[src/rtl/cpu_fetch_pkg.sv]
// cpu_fetch_pkg: shared branch encodings, reset PC and fetch FSM states
package cpu_fetch_pkg;
    localparam logic [1:0] BR_NONE = 2'b00;
    localparam logic [1:0] BR_COND = 2'b01;
    localparam logic [1:0] BR_J    = 2'b10;
    localparam logic [1:0] BR_JR   = 2'b11;
    localparam logic [31:0] RESET_PC_DEF = 32'h0000_3000;
    typedef enum logic {RUN, PEND} state_t;
endpackage

[src/rtl/npc_calc.sv]
// npc_calc: combinational redirect target for conditional branches, j/jal and jr/jalr
module npc_calc
    import cpu_fetch_pkg::*;
(
    input  logic [31:0] d_pc,
    input  logic [15:0] imm16,
    input  logic [25:0] instr_index,
    input  logic [31:0] rs_val,
    input  logic [1:0]  br_type,
    output logic [31:0] target,
    output logic        misalign
);
    logic [31:0] br_tgt;
    logic [31:0] j_tgt;
    logic [31:0] jr_tgt;
    always_comb begin
        br_tgt   = d_pc + 32'd4 + {{14{imm16[15]}}, imm16, 2'b00};
        j_tgt    = {d_pc[31:28], instr_index, 2'b00};
        jr_tgt   = {rs_val[31:2], 2'b00};
        target   = (br_type == BR_JR) ? jr_tgt : (br_type == BR_J) ? j_tgt : br_tgt;
        misalign = (br_type == BR_JR) & (rs_val[1:0] != 2'b00);
    end
endmodule

[src/rtl/fetch_pc_seq.sv]
// fetch_pc_seq: fetch-stage PC register, imem handshake and delay-slot redirect FSM
module fetch_pc_seq
    import cpu_fetch_pkg::*;
#(
    parameter logic [31:0] RESET_PC = RESET_PC_DEF
) (
    input  logic        clk,
    input  logic        reset_n,
    input  logic        stall,
    input  logic        br_valid,
    input  logic [1:0]  br_type,
    input  logic        cmp_out,
    input  logic [31:0] d_pc,
    input  logic [15:0] imm16,
    input  logic [25:0] instr_index,
    input  logic [31:0] rs_val,
    output logic        imem_req,
    output logic [31:0] imem_addr,
    input  logic        imem_ready,
    output logic        f_valid,
    output logic        pend_valid,
    output logic        err
);
    state_t      state, state_nx;
    logic [31:0] pc, pc_nx;
    logic [31:0] pend_target, pend_nx;
    logic        err_nx;
    logic [31:0] target;
    logic        misalign;
    logic        fire;
    logic        take;

    npc_calc u_npc (
        .d_pc        (d_pc),
        .imm16       (imm16),
        .instr_index (instr_index),
        .rs_val      (rs_val),
        .br_type     (br_type),
        .target      (target),
        .misalign    (misalign)
    );

    assign imem_req   = reset_n;
    assign imem_addr  = pc;
    assign fire       = imem_req & imem_ready & ~stall;
    assign f_valid    = fire;
    assign pend_valid = (state == PEND);
    assign take       = br_valid & ~stall &
                        ((br_type == BR_J) | (br_type == BR_JR) | ((br_type == BR_COND) & cmp_out));

    // The delay-slot fetch at pc always completes first; the redirect replaces the address after it.
    always_comb begin
        state_nx = state;
        pc_nx    = pc;
        pend_nx  = pend_target;
        err_nx   = err;
        if (state == RUN) begin
            if (fire)
                pc_nx = take ? target : pc + 32'd4;
            else if (take) begin
                pend_nx  = target;
                state_nx = PEND;
            end
            if (take & misalign)
                err_nx = 1'b1;
        end else begin
            if (fire) begin
                pc_nx    = pend_target;
                state_nx = RUN;
            end
            if (br_valid & ~stall)
                err_nx = 1'b1;
        end
    end

    always_ff @(posedge clk or negedge reset_n) begin
        if (!reset_n) begin
            state       <= RUN;
            pc          <= RESET_PC;
            pend_target <= 32'd0;
            err         <= 1'b0;
        end else begin
            state       <= state_nx;
            pc          <= pc_nx;
            pend_target <= pend_nx;
            err         <= err_nx;
        end
    end
endmodule
[config.mk]
export PLATFORM = sky130hd
export DESIGN_NAME = fetch_pc_seq
export DESIGN_NICKNAME = d
export VERILOG_FILES = /design/src/rtl/cpu_fetch_pkg.sv /design/src/rtl/npc_calc.sv /design/src/rtl/fetch_pc_seq.sv
export SDC_FILE = /design/constraint.sdc
export NUM_CORES = 1
export LEC_CHECK = 0
export BUFFER_PORTS_ARGS = -buffer_cell sky130_fd_sc_hd__buf_4
export CAP_MARGIN = 20
export CORE_ASPECT_RATIO = 1.4
export CORE_MARGIN = 10
export CORE_UTILIZATION = 60
export DETAILED_ROUTE_END_ITERATION = 10
export PLACE_DENSITY_LB_ADDON = 0.08
export SYNTH_ARGS = -nofsm -noshare
export SYNTH_HDL_FRONTEND = slang
export SYNTH_SLANG_ARGS = --single-unit
[constraint.sdc]
create_clock -name clk -period 4.8 [get_ports clk]
set_clock_uncertainty 0.05 [all_clocks]
set_input_delay 0.48 -clock clk [delete_from_list [all_inputs] [get_ports clk]]
set_output_delay 0.48 -clock clk [all_outputs]
set_load 0.02 [all_outputs]
Yosys cells after proc, flatten, opt, wreduce, memory -nomap -nowiden
Cells that the tools add are included.

Add/sub/neg operators: 3. Multipliers: 0. Divide/modulo/power cells: 0. $lt $le $gt $ge: 0. Eq/ne operators: 4. Shift-type cells: 0. Multiplexer cells: 13. Bitwise operators: 12. Reduce and logical (&&, ||, !) cells: 4.

Operator list (count): $mux 32 (6); $add 32x3->32 const B (2); $add 32x32->32 (1); $and 1x1->1 (7); $mux 1 (7); $eq 2x2->1 const B (2); $reduce_bool 2->1 (2); $not 1->1 (3); $reduce_and 3->1 (1); $eq 2x1->1 const B (1); $ne 2x1->1 const B (1); $or 1x1->1 (2); $reduce_and 2->1 (1).

Register bits: 66. Bits in latches: 0. Bits in writable memories: 0. Bits in read-only memories: 0. Input bits: 114. Word-level logic and storage cells: 40. Memories kept: 0.

Depth between registers and ports, before layout
Depth after elaboration: 7. Mapped depth: 14. Gate-level depth less buffers: 14.

Modules after synthesis
From an unflattened synthesis, not the netlist that was laid out.

Cell total of the unflattened synthesis: 768. Area, all modules: 6543.8 um^2.

Modules (own cells, without submodules): fetch_pc_seq (times used 1, cells each 389, area an instance 3718.6 um^2, seq. area each 1654.1 um^2); npc_calc (times used 1, cells each 379, area an instance 2825.2 um^2, seq. area each 0.0 um^2).

Worst setup path after synthesis
No wires, ideal clock.

Path type: input-to-reg. Start point: input d_pc[3]. End point: register pc[21] (netlist: imem_addr[21]). Arrival: 3220 ps. Data required time: 4685 ps. Setup slack: 1466 ps. Stages: 12. Buffers on the path: 0. Cells stage by stage: ha_1 ha_1 fa_1 a211oi_1 o21ai_0 and3_1 a2111o_1 a21o_1 a21oi_1 nor4_1 a2111oi_0 or3_1.

Cells in the longest elaborated chain, start to end: 7.

Ends and longest elaborated chain: start, declared (line fetch_pc_seq.sv:13) `input logic [31:0] d_pc,`; $add 32x3->32 (line npc_calc.sv:17) `br_tgt = d_pc + 32'd4 + {{14{imm16[15]}}, imm16, 2'b00};`; $add 32x32->32 (line npc_calc.sv:17); $mux 32 (2 in a row) (line npc_calc.sv:20) `target = (br_type == BR_JR) ? jr_tgt : (br_type == BR_J) ? j_tgt : br_tgt;`; $mux 32 (line fetch_pc_seq.sv:59) `pc_nx = take ? target : pc + 32'd4;`; $mux 32 (line fetch_pc_seq.sv:58) `if (fire)`; $mux 32 (line fetch_pc_seq.sv:57) `if (state == RUN) begin`; end signal, assigned (line fetch_pc_seq.sv:84) `pc <= pc_nx;`; end, declared (line fetch_pc_seq.sv:25) `logic [31:0] pc, pc_nx;`.

Every way passes these cells. The select of a mux whose other input is x is not followed. A chain may end at the register's enable or synchronous reset.

Final worst setup path
Same ends and word-level chain as after synthesis.

==> summary.md <==
| Metric | Value |
|---|---|
| Number of global-route vias before repair | roughly 6700 |
| 1st-pass router iterations | 5 |
| Pwr dens | roughly 360 nW/um^2 |
| DP HPWL | 15.18 mm |
| Mapped Avg Cell Area | approximately 7.7 sq um |
| Count of final hold-check violations | 0 |
| Die area | 14860 sq um |
| Antenna Nets Post-Route | 0 |
| Area occupied by multi-input gates | 4294 sq um |
| Post-synthesis mux area share | 0.06134 |
| Total global-route track usage | 0.2582 |
| EDFF count, synth | 0 |
| GRT met1 Usage | 0.3169 |
| Vias/cell | 6.326 |
| PostCTS Resize Cnt | 0 |
| CTS Sinks | 66 |
| Crit. End Element | flop |
| Kind of critical path | in -> reg |
| # diodes | 0 |
| I/O Pins | 150 |
| Reg2Reg Depth | 7 |
| Synth-to-Final Area Change | 23.26% |
| Synth Area in Simple Gates | 0.2169 |
| Sequential element share of the synthesized area | 0.2667 |
| Biggest area consumer among synthesized cells | dfrtp_1 |
| Min Tclk post-route | roughly 3.5 ns |
| Ys async rst share | 1.000 |
| Ratio of cells with drive above 1 in the final layout | 0.2172 |
| FF+latch area | 1654 sq um |
| Worst skew pair latency | between 0.3 and 0.4 ns |
| Post-synth top cells | nand2_1 (117), nor2_1 (77), o21ai_0 (76), a21oi_1 (66), dfrtp_1 (64) |
| CTS tree | yes |
| Port Buf Inserts | 149 |
| # H-tree levels | 3 |
| Yosys reg bits | 66 |
| Initial DRC Count | 449 |
| Post-Syn Area | roughly 6200 sq um |
| Overflow after GRT | 0 |
| Hold_buf cts | 0 |
| Critical Path Fanout Max | 3 |
| Synth top area cells | dfrtp_1 (26%), ha_1 (12%), nand2_1 (7.1%) |
| Final Cycle Share | 0.7299 |
| Top-count cell post-synth | nand2_1 |
| First-pass GRT wire length | about 32 mm |
| Adder-Cell Fraction of Synth Area | 0.1203 |
| Clock Path Buffers | 2 |
| Initial antenna violation count | 0 |
| Worst EP required | 5.02 ns |
| Yosys Warn Count | 0 |
| Final wirelength | 20.04 mm |
| Tot Pwr | roughly 2.7 mW |
| Worst hold path class | in -> async |
| Fin Setup TNS | 0 ns |
| M3 GR Usage | 0.06152 |
| Die H | 140.3 microns |
| Num CTS Buffers | 9 |
| XOR/XNOR Fraction of Synth Area | 0.05367 |
| Max-cap violations | 0 |
| Worst slew margin | 0.2230 |
| FF-to-FF End | imem_addr[13] |
| Pin count of the biggest net entering global routing | 67 |
| Clk pin slew, worst setup/hold paths | 0.05 ns |
| Die width | 105.9 microns |
| Yosys cell types | 66 |
| Synth Flop Type | dfrtp_1 |
| Routed vias | 6737 |
| Nets@finish | ~1100 |
| Slew Limit Fails | 0 |
| GP Congestion | ~0.89 |
| Gate Count Post-Synth | a little over 800 |
| Synth Net Count | 978 |
| Core Footprint | 10010 sq um |
| Synth Area in Compound Gates | 0.2387 |
| FP Rows | 43 |
| Fill count | 779 |
| Critical path startpoint category | input pin |
| Initial Util | 0.6197 |
| Post-DR wirelength/cell | 18.82 microns |
| Least-Margin Pin Slew | 1.157 ns |
| Peak supply drop | approximately 0.16 mV |
| Reg2reg start | pend_valid |
| Final setup vio count | 0 |
| Reg2reg setup slack | about 2.1 ns |
| Setup bufs post-CTS | 0 |
| DRC errors left | 0 |
| Synth top area share | 0.2583 |
| Leakage power | 3.567 nW |
| Fmax | approximately 290 MHz |
| RSZ-0062 raised after global routing | false |
| Outcome | complete, no violations |
| Largest family of logic cells by synthesized area | compound AO/OA/AOI/OAI gates |
| Arrival time worst endpoint | around 3.7 ns |
| CTS Root Cell | clkbuf_16 |
| GR Util met2 | 0.4243 |
| GRT busiest layer | met2 |
## report_power, final
group	leakage [nW]	internal, mW	switching [mW]
clock network	0.133	0.361	0.230
registers	0.811	0.739	0.200
logic	2.62	0.522	0.669
## critical path: stages
cell	delay [ns]
buf_4	0.11
ha_1	0.29
ha_1	0.26
fa_1	0.43
a211oi_1	0.33
o21ai_0	0.20
and3_1	0.20
a2111o_1	0.33
a21o_1	0.19
a21oi_1	0.22
nor4_1	0.09
a2111oi_0	0.42
or3_1	0.17
## worst max-delay path by stage
stage,start,to,slack [ns],cells after the start
2_1_floorplan,d_pc[3],imem_addr[21],1.47,12
3_3_place_gp,d_pc[3],imem_addr[21],1.17,13
3_5_place_dp,d_pc[3],imem_addr[21],1.04,13
4_1_cts,d_pc[3],imem_addr[21],1.36,13
5_1_grt,d_pc[3],imem_addr[21],1.09,13
6_report,d_pc[3],imem_addr[21],1.30,13
## routing by layer
layer / wire (microns) / vias up
met5: 0 / -
met4: 565 / 0
met3: 1897 / 51
met2: 9606 / 356
met1: 7970 / 3157
li1: - / 3173
## cell usage in the layout, fill, tap and decap left out, drive strengths merged, types with 13 or more instances in the layout
cell and n:
mux2 16, o21ai 80, a31oi 14, nor2 77, and3 13, clkbuf 13
xor2 14, nand2 117, a21oi 66, buf 159, mux2i 20, ha 58
inv 18, nand3 19, dfrtp 64, a211oi 17, nand4 20, nor3 20
xnor2 24
## sequential cells by signal, summed over array words and instances (netlist names)
name and cells:
imem_addr 32, pend_valid 1, err 1, pend_target 32
## final cells by class
type | count | area share
Multi-Input combinational cell | 671 | 0.5618
Clock inverter | 3 | 0.001964
Timing Repair Buffer | 159 | 0.1562
Sequential cell | 66 | 0.2164
Tap cell | 135 | 0.02210
Inverter | 18 | 0.008839
Clock buffer | 13 | 0.03274
## cells by family after synthesis
family / Yosys count
xor+xnor: 38
simple gates: 296
fa+ha+maj: 59
flops: 66
buf+inv: 68
compound gates: 242
mux: 36
## stage by stage
step           std cells  setup slack (ns)  utilization  hold WS [ns]  instance area [sq um]
3_5_place_dp        1049             1.039       0.7373        0.4041                   7378
3_3_place_gp        1049             1.174       0.7373        0.3912                   7378
2_1_floorplan        805             1.466            -        0.1344                   6201
4_1_cts             1065             1.357       0.7638        0.3534                   7644
5_1_grt             1065             1.087       0.7638        0.3576                   7644
6_report            1065             1.296       0.7638        0.3449                   7644
Note: power is estimated with default switching activity, not from simulation.
